--- src/rtl/pmod_ad1_pkg.sv ---
`default_nettype none
// ============================================================================
//  pmod_ad1_pkg : shared widths, write-side FSM states and word packing
//  Revision 1.0
// ============================================================================
package pmod_ad1_pkg;

    localparam int SAMPLE_W = 16;
    localparam int WORD_W   = 2 * SAMPLE_W;
    localparam int ENTRY_W  = WORD_W + 1;

    typedef enum logic [1:0] {
        ST_IDLE = 2'd0,
        ST_RUN  = 2'd1,
        ST_STOP = 2'd2
    } state_e;

    function automatic logic [WORD_W-1:0] pack_word(
        input logic [SAMPLE_W-1:0] d0,
        input logic [SAMPLE_W-1:0] d1
    );
        return {d1, d0};
    endfunction

endpackage
`default_nettype wire

--- src/rtl/pmod_ad1_sfifo.sv ---
`default_nettype none
// ============================================================================
//  pmod_ad1_sfifo : synchronous first-word-fall-through FIFO with level
//  Revision 1.0
// ============================================================================
module pmod_ad1_sfifo #(
    parameter int DEPTH = 64,
    parameter int WIDTH = 33
) (
    input  logic                       clk,
    input  logic                       rst_n,
    input  logic                       push_i,
    input  logic [WIDTH-1:0]           din_i,
    input  logic                       pop_i,
    output logic [WIDTH-1:0]           dout_o,
    output logic                       full_o,
    output logic                       empty_o,
    output logic [$clog2(DEPTH):0]     level_o
);
    localparam int AW = $clog2(DEPTH);

    logic [WIDTH-1:0] mem_q [DEPTH];
    logic [AW:0]      wr_ptr_q, wr_ptr_d;
    logic [AW:0]      rd_ptr_q, rd_ptr_d;
    logic             do_push, do_pop;

    // Flags come from registered pointers, so a pop cannot free room for a same-cycle push.
    assign full_o  = (wr_ptr_q[AW] != rd_ptr_q[AW]) && (wr_ptr_q[AW-1:0] == rd_ptr_q[AW-1:0]);
    assign empty_o = (wr_ptr_q == rd_ptr_q);
    assign level_o = wr_ptr_q - rd_ptr_q;
    assign dout_o  = empty_o ? '0 : mem_q[rd_ptr_q[AW-1:0]];

    assign do_push = push_i && !full_o;
    assign do_pop  = pop_i && !empty_o;

    always_comb begin
        wr_ptr_d = wr_ptr_q;
        rd_ptr_d = rd_ptr_q;
        if (do_push) wr_ptr_d = wr_ptr_q + 1'b1;
        if (do_pop)  rd_ptr_d = rd_ptr_q + 1'b1;
    end

    always_ff @(posedge clk or negedge rst_n) begin
        if (!rst_n) begin
            wr_ptr_q <= '0;
            rd_ptr_q <= '0;
        end else begin
            wr_ptr_q <= wr_ptr_d;
            rd_ptr_q <= rd_ptr_d;
        end
    end

    always_ff @(posedge clk) begin
        if (do_push) mem_q[wr_ptr_q[AW-1:0]] <= din_i;
    end

endmodule
`default_nettype wire

--- src/rtl/pmod_ad1_framer.sv ---
`default_nettype none
// ============================================================================
//  pmod_ad1_framer : packs ADC sample pairs into 32-bit AXI4-Stream frames
//  Revision 1.0
// ============================================================================
module pmod_ad1_framer
    import pmod_ad1_pkg::*;
#(
    parameter int FIFO_DEPTH  = 64,
    parameter int FRAME_LEN_W = 16
) (
    input  logic                          AXI_ACLK_i,
    input  logic                          AXI_ARESETN_i,
    input  logic [SAMPLE_W-1:0]           ADC_DATA0_i,
    input  logic [SAMPLE_W-1:0]           ADC_DATA1_i,
    input  logic                          ADC_VALID_i,
    input  logic                          ENABLE_i,
    input  logic [FRAME_LEN_W-1:0]        FRAME_LEN_i,
    input  logic                          CLR_i,
    output logic [WORD_W-1:0]             AXIS_TDATA_o,
    output logic [3:0]                    AXIS_TKEEP_o,
    output logic                          AXIS_TLAST_o,
    output logic                          AXIS_TVALID_o,
    input  logic                          AXIS_TREADY_i,
    output logic                          BUSY_o,
    output logic                          OVF_o,
    output logic [15:0]                   DROP_CNT_o,
    output logic [$clog2(FIFO_DEPTH):0]   FIFO_LEVEL_o
);
    state_e                   state_q, state_d;
    logic [FRAME_LEN_W-1:0]   cnt_q, cnt_d;
    logic [FRAME_LEN_W-1:0]   frame_len_q, frame_len_d;
    logic [15:0]              drop_cnt_q, drop_cnt_d;
    logic                     ovf_q, ovf_d;

    logic                     fifo_full, fifo_empty;
    logic [ENTRY_W-1:0]       fifo_dout;
    logic [FRAME_LEN_W-1:0]   len_sel, cur_len;
    logic                     active, accept, drop, last;

    // A new frame picks up the live FRAME_LEN_i on its first word; zero means one.
    assign len_sel = (FRAME_LEN_i == '0) ? FRAME_LEN_W'(1) : FRAME_LEN_i;
    assign cur_len = (cnt_q == '0) ? len_sel : frame_len_q;
    assign last    = (cnt_q == cur_len - FRAME_LEN_W'(1));
    assign active  = (state_q != ST_IDLE);
    assign accept  = ADC_VALID_i && active && !fifo_full;
    assign drop    = ADC_VALID_i && active && fifo_full;

    always_comb begin
        cnt_d       = cnt_q;
        frame_len_d = frame_len_q;
        drop_cnt_d  = drop_cnt_q;
        ovf_d       = ovf_q;
        if (state_q == ST_IDLE && ENABLE_i) begin
            cnt_d = '0;
        end else if (accept) begin
            cnt_d = last ? '0 : cnt_q + FRAME_LEN_W'(1);
            if (cnt_q == '0) frame_len_d = len_sel;
        end
        if (CLR_i) begin
            drop_cnt_d = '0;
            ovf_d      = 1'b0;
        end else if (drop) begin
            ovf_d = 1'b1;
            if (drop_cnt_q != 16'hFFFF) drop_cnt_d = drop_cnt_q + 16'd1;
        end
    end

    always_ff @(posedge AXI_ACLK_i or negedge AXI_ARESETN_i) begin
        if (!AXI_ARESETN_i) begin
            state_q     <= ST_IDLE;
            cnt_q       <= '0;
            frame_len_q <= FRAME_LEN_W'(1);
            drop_cnt_q  <= '0;
            ovf_q       <= 1'b0;
        end else begin
            state_q     <= state_d;
            cnt_q       <= cnt_d;
            frame_len_q <= frame_len_d;
            drop_cnt_q  <= drop_cnt_d;
            ovf_q       <= ovf_d;
        end
    end

    // Leaving RUN/STOP looks at the post-accept count so a frame is never cut short.
    always_comb begin
        state_d = state_q;
        case (state_q)
            ST_IDLE: if (ENABLE_i) state_d = ST_RUN;
            ST_RUN:  if (!ENABLE_i) state_d = (cnt_d == '0) ? ST_IDLE : ST_STOP;
            ST_STOP: begin
                if (ENABLE_i)           state_d = ST_RUN;
                else if (cnt_d == '0)   state_d = ST_IDLE;
            end
            default: state_d = ST_IDLE;
        endcase
    end

    always_comb begin
        BUSY_o = (state_q != ST_IDLE);
    end

    pmod_ad1_sfifo #(
        .DEPTH (FIFO_DEPTH),
        .WIDTH (ENTRY_W)
    ) u_fifo (
        .clk     (AXI_ACLK_i),
        .rst_n   (AXI_ARESETN_i),
        .push_i  (accept),
        .din_i   ({last, pack_word(ADC_DATA0_i, ADC_DATA1_i)}),
        .pop_i   (AXIS_TREADY_i),
        .dout_o  (fifo_dout),
        .full_o  (fifo_full),
        .empty_o (fifo_empty),
        .level_o (FIFO_LEVEL_o)
    );

    assign AXIS_TVALID_o = !fifo_empty;
    assign AXIS_TDATA_o  = fifo_dout[WORD_W-1:0];
    assign AXIS_TLAST_o  = fifo_dout[WORD_W];
    assign AXIS_TKEEP_o  = 4'hF;
    assign OVF_o         = ovf_q;
    assign DROP_CNT_o    = drop_cnt_q;

endmodule
`default_nettype wire

--- config.mk ---
export PLATFORM = sky130hd
export DESIGN_NAME = pmod_ad1_framer
export DESIGN_NICKNAME = d
export VERILOG_FILES = /design/src/rtl/pmod_ad1_pkg.sv /design/src/rtl/pmod_ad1_sfifo.sv /design/src/rtl/pmod_ad1_framer.sv
export SDC_FILE = /design/constraint.sdc
export NUM_CORES = 2
export LEC_CHECK = 0
export BUFFER_PORTS_ARGS = -buffer_cell sky130_fd_sc_hd__buf_2
export CAP_MARGIN = 20
export CORE_UTILIZATION = 50
export DETAILED_ROUTE_END_ITERATION = 12
export GPL_ROUTABILITY_DRIVEN = 0
export PLACE_DENSITY = 0.74
export REMOVE_ABC_BUFFERS = 1
export SLEW_MARGIN = 20
export SYNTH_ARGS = -nofsm -noshare
export SYNTH_HDL_FRONTEND = slang
export SYNTH_SLANG_ARGS = --single-unit
--- constraint.sdc ---
create_clock -name AXI_ACLK_i -period 7.7 [get_ports AXI_ACLK_i]
set_clock_uncertainty 0.1 [all_clocks]
set_input_delay 0 -clock AXI_ACLK_i [delete_from_list [all_inputs] [get_ports AXI_ACLK_i]]
set_output_delay 0 -clock AXI_ACLK_i [all_outputs]
set_load 0.1 [all_outputs]
# Word-level counts from Yosys, hierarchy flattened
# Memories as Yosys holds them, arrays and structs flattened.
# Cells that the tools add are included.
dict set report word_totals {
  ramBits 2112
  output_inout_bits 63
  in_bits 54
  ff_bits 65
  mem_count 1
}
dict set report classes {
  mux 19
  bitwise_logic 1
  n_eq_ne 10
  n_addsub 6
  n_reduce_logical 19
}
# name depth word_bits rd rd_clocked_by_memory_dff write_ports line_no
set memory_table {}
lappend memory_table {u_fifo.mem_q 64 33 1 0 1 pmod_ad1_sfifo.sv:22} ;# logic [WIDTH-1:0] mem_q [DEPTH];
# op count
set op_table {}
lappend op_table {{two-way mux 16 bit} 8}
lappend op_table {{logical NOT 16 bit} 3}
lappend op_table {{two-way mux 33 bit} 1}
lappend op_table {{adder 16 x 1 -> 16 bit (second input constant)} 2}
lappend op_table {{equality test 16 bit} 1}
lappend op_table {{inequality test 16 bit (second input constant)} 1}
lappend op_table {{subtractor 16 x 1 -> 16 bit (second input constant)} 1}
lappend op_table {{adder 7 x 1 -> 7 bit (second input constant)} 2}
lappend op_table {{two-way mux 2 bit} 5}
lappend op_table {{equality test 7 bit} 1}
lappend op_table {{logical AND 1 bit} 7}
lappend op_table {{subtractor 7 bit} 1}
lappend op_table {{equality test 6 bit} 1}
lappend op_table {{one-hot mux 2 bit (3 select lines)} 1}
lappend op_table {{nonzero test 2 bit} 3}
lappend op_table {{two-way mux 1 bit} 4}
lappend op_table {{inequality test 2 bit (second input constant)} 2}
lappend op_table {{AND reduction 2 bit} 2}
lappend op_table {{inequality test 3 bit (second input constant)} 1}
lappend op_table {{AND reduction 3 bit} 1}
lappend op_table {{equality test 2 x 1 -> 1 bit (second input constant)} 1}
lappend op_table {{equality test 2 bit (second input constant)} 1}
lappend op_table {{logical NOT 1 bit} 2}
lappend op_table {{logical NOT 2 bit} 1}
lappend op_table {{other kinds (2)} 2}

# Depth between registers and ports, before layout
dict set report depth {
  word_depth 12
  ltp_mapped 16
  ltp_nobuf 15
}

# Cells and area by module
# A second synthesis with hierarchy kept.
dict set report unflattened {
  cells_unflattened 3941
  hier_area_um2 84792.6
}
# module cells_per_inst area_per_inst_um2 n_inst seq_area_each_um2
set by_module_without_submodules {}
lappend by_module_without_submodules {pmod_ad1_sfifo 3486 81000.2 1 63771.2}
lappend by_module_without_submodules {pmod_ad1_framer 455 3792.4 1 1277.5}

# Worst setup path before layout
# OpenSTA, ideal clock, no wires.
dict set report synth_path {
  path_type {register to register}
  start {reg cnt_q[0]}
  end {mem u_fifo.mem_q[0][32] (data pin)}
  n_path_buf 0
  path_stages_with_launch 16
  synth_period_minus_slack_ns 6.413
  path_slack_ns 1.287
  t_arrival_ns 5.631
  setup_time_ns 0.682
  path_cell_list {dfrtp_1 -> inv_1 -> ha_1 -> nor4b_4 -> and4_2 -> o311ai_0 -> o21ai_0 -> ha_1 -> nor3b_1 -> nand3_1 -> xnor2_1 -> mux2i_1 -> xnor2_1 -> nor4bb_1 -> nand3_1 -> nor3_1}
}
dict set report synth_via {
  elab_chain_len 4
}
# item line_no
set synth_rtl {}
lappend synth_rtl {{start, declared} pmod_ad1_framer.sv:31} ;# logic [FRAME_LEN_W-1:0] cnt_q, cnt_d;
lappend synth_rtl {{start signal, assigned} pmod_ad1_framer.sv:78} ;# cnt_q <= cnt_d;
lappend synth_rtl {{logical NOT 16 bit} pmod_ad1_framer.sv:43} ;# assign cur_len = (cnt_q == '0) ? len_sel : frame_len_q;
lappend synth_rtl {{two-way mux 16 bit} --}
lappend synth_rtl {{subtractor 16 x 1 -> 16 bit} pmod_ad1_framer.sv:44} ;# assign last = (cnt_q == cur_len - FRAME_LEN_W'(1));
lappend synth_rtl {{equality test 16 bit (*)} pmod_ad1_framer.sv:44}
lappend synth_rtl {{via last} pmod_ad1_framer.sv:39} ;# logic active, accept, drop, last;
lappend synth_rtl {{end, declared} pmod_ad1_sfifo.sv:22}
# Mark *: on every way through the listed nets, which the timed path passes. The rest lies on a longest branch.

# Worst setup path in the final report
dict set report layout_path {
  start {reg u_fifo.rd_ptr_q[1]}
  end {out AXIS_TDATA_o[5]}
}
dict set report layout_via {
  elab_chain_len 2
}
# item line_no
set layout_rtl {}
lappend layout_rtl {{start, declared} pmod_ad1_sfifo.sv:24} ;# logic [AW:0] rd_ptr_q, rd_ptr_d;
lappend layout_rtl {{start signal, assigned} pmod_ad1_sfifo.sv:49} ;# rd_ptr_q <= rd_ptr_d;
lappend layout_rtl {{memory read (64 x 33 bit) or equality test 7 bit (tied branches)} --}
lappend layout_rtl {{two-way mux 33 bit (*)} pmod_ad1_sfifo.sv:31} ;# assign dout_o = empty_o ? '0 : mem_q[rd_ptr_q[AW-1:0]];
lappend layout_rtl {{end, declared} pmod_ad1_framer.sv:20} ;# output logic [WORD_W-1:0] AXIS_TDATA_o,
# Mark *: on every way between the ends. The rest lies on a longest branch, timed or not.

==> impl_metrics.xml <==
<?xml version="1.0" encoding="UTF-8"?>
<metrics>
  <group name="timing">
    <metric name="setup_viol_count_final" unit="">0</metric>
    <metric name="final_period_minus_worst_setup_slack" unit="ns">5.708</metric>
    <metric name="worstMarginPinSlew" unit="ns">1.161</metric>
    <metric name="achievable_frequency" unit="MHz">175.2</metric>
    <metric name="finalMaxSlewViolations" unit="">0</metric>
    <metric name="final-hold-violation-count" unit="">0</metric>
    <metric name="share_of_the_clock_period_used_by_the_worst_path_after_layout" unit="%">74.13</metric>
    <metric name="setup_total_negative_slack" unit="ns">0</metric>
    <metric name="relSlewSlack" unit="%">22.44</metric>
    <metric name="rsz0062_at_grt" unit="">false</metric>
  </group>
  <group name="placement">
    <metric name="detailed_place.area" unit="um2">88740</metric>
    <metric name="io_buffers" unit="">112</metric>
    <metric name="dp_hpwl" unit="mm">114.6</metric>
  </group>
  <group name="synth">
    <metric name="yosys.area.top_type_share" unit="%">74.63</metric>
    <metric name="synthDistinctLibCells" unit="">73</metric>
    <metric name="synth-main-ff-cell" unit="">sky130_fd_sc_hd__edfxtp_1</metric>
    <metric name="yosysMostFrequentCell" unit="">sky130_fd_sc_hd__edfxtp_1</metric>
    <metric name="synth_top_area_cell" unit="">sky130_fd_sc_hd__edfxtp_1</metric>
    <metric name="syn_avg_cell_area" unit="um2">23.49</metric>
    <metric name="synthTopCellsByArea" unit="">sky130_fd_sc_hd__edfxtp_1 (75%), sky130_fd_sc_hd__mux4_2 (18%), sky130_fd_sc_hd__dfrtp_1 (1.9%)</metric>
    <metric name="synthArstFlopShare" unit="%">2.986</metric>
    <metric name="synth_area" unit="um2">84980</metric>
    <metric name="ys_ff_latch" unit="">2177</metric>
    <metric name="share_of_synthesized_area_occupied_by_flip_flops_and_latches" unit="%">76.55</metric>
    <metric name="synth_warnings" unit="">0</metric>
    <metric name="number_of_enable_flip_flop_cells_after_synthesis" unit="">2112</metric>
    <metric name="synth_top_cells_by_count" unit="">sky130_fd_sc_hd__edfxtp_1 (2112), sky130_fd_sc_hd__mux4_2 (688), sky130_fd_sc_hd__nor2_1 (114), sky130_fd_sc_hd__clkbuf_1 (92), sky130_fd_sc_hd__buf_1 (76)</metric>
    <metric name="synth_cells" unit="">3618</metric>
  </group>
  <group name="worst_setup_path">
    <metric name="crit_path_end_kind" unit="">output pin</metric>
    <metric name="cp_cell_sequence" unit="">buf_12 -&gt; buf_12 -&gt; mux4_2 -&gt; mux4_2 -&gt; nand2_1 -&gt; and3_1 -&gt; a211oi_1 -&gt; buf_2</metric>
    <metric name="timing.critical_path.slowest_stage_cell" unit="">sky130_fd_sc_hd__dfrtp_4</metric>
    <metric name="regToRegStartpoint" unit="">cnt_q[0]$_DFF_PN0_</metric>
    <metric name="reg2reg_to" unit="">u_fifo.mem_q[59][32]$_DFFE_PP_</metric>
    <metric name="reg2reg_depth" unit="">16</metric>
    <metric name="worst-endpoint-arrival" unit="ns">5.61</metric>
    <metric name="cp_slowest_stage_delay" unit="ns">0.93</metric>
    <metric name="worst_ep_required_time" unit="ns">7.60</metric>
    <metric name="start_kind" unit="">flip-flop</metric>
    <metric name="crit_end" unit="">AXIS_TDATA_o[5]</metric>
    <metric name="crit_start" unit="">u_fifo.rd_ptr_q[1]$_DFFE_PN0P_</metric>
    <metric name="crit_type" unit="">reg -&gt; out</metric>
    <metric name="crit_fanout" unit="">164</metric>
    <metric name="timing.reg2reg.setup_slack" unit="ns">2.19</metric>
  </group>
  <group name="job">
    <metric name="max_cap_viols" unit="">0</metric>
  </group>
  <group name="clock_tree">
    <metric name="cts_buffer_depth" unit="">3</metric>
    <metric name="cts_root_buf" unit="">sky130_fd_sc_hd__clkbuf_16</metric>
    <metric name="cts.repair_timing.setup_buffer_count" unit="">0</metric>
    <metric name="path_clk_slew" unit="ns">0.06</metric>
    <metric name="clock_tree_from_tritoncts" unit="">yes</metric>
    <metric name="clk-insertion-delay-late" unit="ns">0.86</metric>
    <metric name="post_cts.resized_instances" unit="">0</metric>
    <metric name="inserted_clock_buffers" unit="">209</metric>
    <metric name="tritoncts_sink_count" unit="">2177</metric>
    <metric name="htree_levels" unit="">4</metric>
    <metric name="hold_buffers" unit="">74</metric>
  </group>
  <group name="die">
    <metric name="fp.coreArea" unit="um2">168000</metric>
    <metric name="std_cell_rows" unit="">150</metric>
    <metric name="die_h" unit="um">414.3</metric>
    <metric name="io_pins" unit="">117</metric>
    <metric name="chip_width" unit="um">414.3</metric>
    <metric name="start_util" unit="%">50.59</metric>
    <metric name="fp.dieArea" unit="um2">171600</metric>
  </group>
  <group name="global_routing">
    <metric name="grt_start_max_net_pins" unit="">165</metric>
    <metric name="antenna_found_initial" unit="">15</metric>
    <metric name="number_of_global_route_vias_before_repair" unit="">41400</metric>
    <metric name="overflow" unit="">0</metric>
    <metric name="global_routing_usage_summed_across_all_routing_layers" unit="%">24.76</metric>
    <metric name="grt_first_pass_wirelength" unit="mm">302.4</metric>
  </group>
  <group name="hold_path">
    <metric name="worstHoldPathCells" unit="">4</metric>
    <metric name="hold_path.class" unit="">in -&gt; reg</metric>
    <metric name="hold_crit_start" unit="">AXIS_TREADY_i</metric>
  </group>
  <group name="detailed_routing">
    <metric name="num_vias" unit="">41250</metric>
    <metric name="via_per_inst" unit="">6.557</metric>
    <metric name="drt_iter0_drc" unit="">6149</metric>
    <metric name="drt_first_pass_iters" unit="">6</metric>
    <metric name="post-route-drc-count" unit="">0</metric>
    <metric name="number_of_nets_with_antenna_violations_after_routing" unit="">0</metric>
    <metric name="postRouteWirelength" unit="mm">211.8</metric>
    <metric name="route.detailed.wl_per_inst" unit="um">33.67</metric>
  </group>
  <group name="power">
    <metric name="cellPowerDensity" unit="nW/um2">376.6</metric>
    <metric name="static_leakage" unit="nW">29.91</metric>
    <metric name="power.total" unit="mW">36.29</metric>
    <metric name="worst_ir_drop_vdd" unit="V">0.001122</metric>
  </group>
  <group name="finish">
    <metric name="seqCellArea" unit="um2">65060</metric>
    <metric name="final_design_area_no_fill" unit="um2">96350</metric>
    <metric name="multi_input_area" unit="um2">19480</metric>
    <metric name="layout.nets" unit="">3981</metric>
    <metric name="drive_above_1_share" unit="%">32.18</metric>
    <metric name="nFillCells" unit="">11470</metric>
    <metric name="syn_to_final_growth" unit="%">13.39</metric>
  </group>
  <group name="status">
    <metric name="run_status" unit="">complete, no violations</metric>
  </group>
</metrics>
worst min path at each step:
| stage | slack (ns) | to |
|---|---|---|
| final | 0.06 | u_fifo.rd_ptr_q[4]$_DFFE_PN0P_ |
| after global placement | 0.14 | state_q[1]$_DFFE_PN0P_ |
| after CTS | 0.004 | frame_len_q[14]$_DFFE_PN0P_ |
| after global routing | 0.05 | u_fifo.rd_ptr_q[4]$_DFFE_PN0P_ |
| after floorplan | -0.40 | DROP_CNT_o[0]$_DFFE_PN0P_ |
| after detailed placement | 0.16 | state_q[1]$_DFFE_PN0P_ |
layout make-up:
type | instances | area share (%)
antenna | 1 | 0.002597
clock buffer | 242 | 5.557
multi-input combinational | 1225 | 20.21
sequential | 2177 | 67.53
timing repair buffer | 277 | 2.260
clock inverter | 141 | 1.478
tap | 2204 | 2.862
inverter | 24 | 0.1013
cell usage in the layout (no fill, tap or decap), types with 7 or more instances in the layout:
cell,synthesis,layout
sky130_fd_sc_hd__nand2_1,50,50
sky130_fd_sc_hd__nor2_4,0,64
sky130_fd_sc_hd__or3_1,13,13
sky130_fd_sc_hd__clkbuf_16,0,209
sky130_fd_sc_hd__mux2i_1,20,20
sky130_fd_sc_hd__clkinvlp_4,0,12
sky130_fd_sc_hd__a21oi_1,14,14
sky130_fd_sc_hd__mux2_2,15,15
sky130_fd_sc_hd__nand3_1,22,22
sky130_fd_sc_hd__clkinv_1,1,43
sky130_fd_sc_hd__nor3_1,25,24
sky130_fd_sc_hd__dlygate4sd3_1,1,74
sky130_fd_sc_hd__nand4_1,26,26
sky130_fd_sc_hd__clkinv_2,0,45
sky130_fd_sc_hd__clkbuf_1,92,33
sky130_fd_sc_hd__nor3_2,8,9
sky130_fd_sc_hd__and2_1,32,32
sky130_fd_sc_hd__xor2_1,23,23
sky130_fd_sc_hd__a211oi_1,7,7
sky130_fd_sc_hd__dfrtp_1,64,60
sky130_fd_sc_hd__mux4_2,688,688
sky130_fd_sc_hd__nor4_1,10,10
sky130_fd_sc_hd__nor2_1,114,49
sky130_fd_sc_hd__buf_4,6,99
sky130_fd_sc_hd__ha_1,12,12
sky130_fd_sc_hd__edfxtp_1,2112,2112
sky130_fd_sc_hd__o21ai_0,22,22
sky130_fd_sc_hd__buf_2,9,93
sky130_fd_sc_hd__bufinv_16,0,18
sky130_fd_sc_hd__inv_6,0,7
sky130_fd_sc_hd__inv_1,20,19
sky130_fd_sc_hd__xnor2_1,43,43
sky130_fd_sc_hd__and3_1,8,8
sky130_fd_sc_hd__buf_12,0,10
per-stage QoR:
step,utilization [%],hold slack (ns),worst slack [ns],cells
2_1_floorplan,-,-0.3956,-16.28,3426
3_3_place_gp,52.81,0.1431,2.397,5829
3_5_place_dp,52.83,0.1559,2.308,5831
4_1_cts,57.31,0.003693,1.837,6288
5_1_grt,57.36,0.04719,1.685,6291
6_report,57.36,0.05663,1.992,6291
kinds of logic after synthesis:
family                     after synthesis  share of synthesized area, %
buffers and inverters                  219                         1.123
other                                    1                      0.004413
AOI/OAI and AO/OA                       71                        0.5699
muxes                                  723                         18.67
DFF                                   2177                         76.55
adders and majority gates               13                        0.2002
xor gates and xnor gates                66                        0.6803
and+or+nand+nor                        348                         2.203
registers in the layout, indices dropped and copies added, names as in the netlist:
| signal | count |
|---|---|
| u_fifo.mem_q | 2112 |
| DROP_CNT_o | 16 |
| OVF_o | 1 |
| state_q | 2 |
| u_fifo.wr_ptr_q | 7 |
| u_fifo.rd_ptr_q | 7 |
| frame_len_q | 16 |
| cnt_q | 16 |
routing by layer:
metal / GRT usage (%) / part of all wire, %
met4: 7.971 / 3.3
met3: 4.992 / 10
met1: 33.90 / 37
met5: 0 / 0.024
met2: 40.30 / 49
worst max-delay path, delay by kind of cell (launching register included):
kind / cells / cell delay (ns)
DFF: 1 / 0.93
buffers and inverters: 3 / 1.91
and+or+nand+nor: 2 / 0.38
muxes: 2 / 0.68
AOI/OAI and AO/OA: 1 / 0.53
power by group:
part           switching, mW  leakage, nW  internal [mW]
clock                   4.50         3.29           5.63
sequential             0.351         19.7           13.3
combinational           7.76         6.89           4.74
total                   12.6         29.9           23.7
Note: power is estimated with default switching activity, not from simulation.
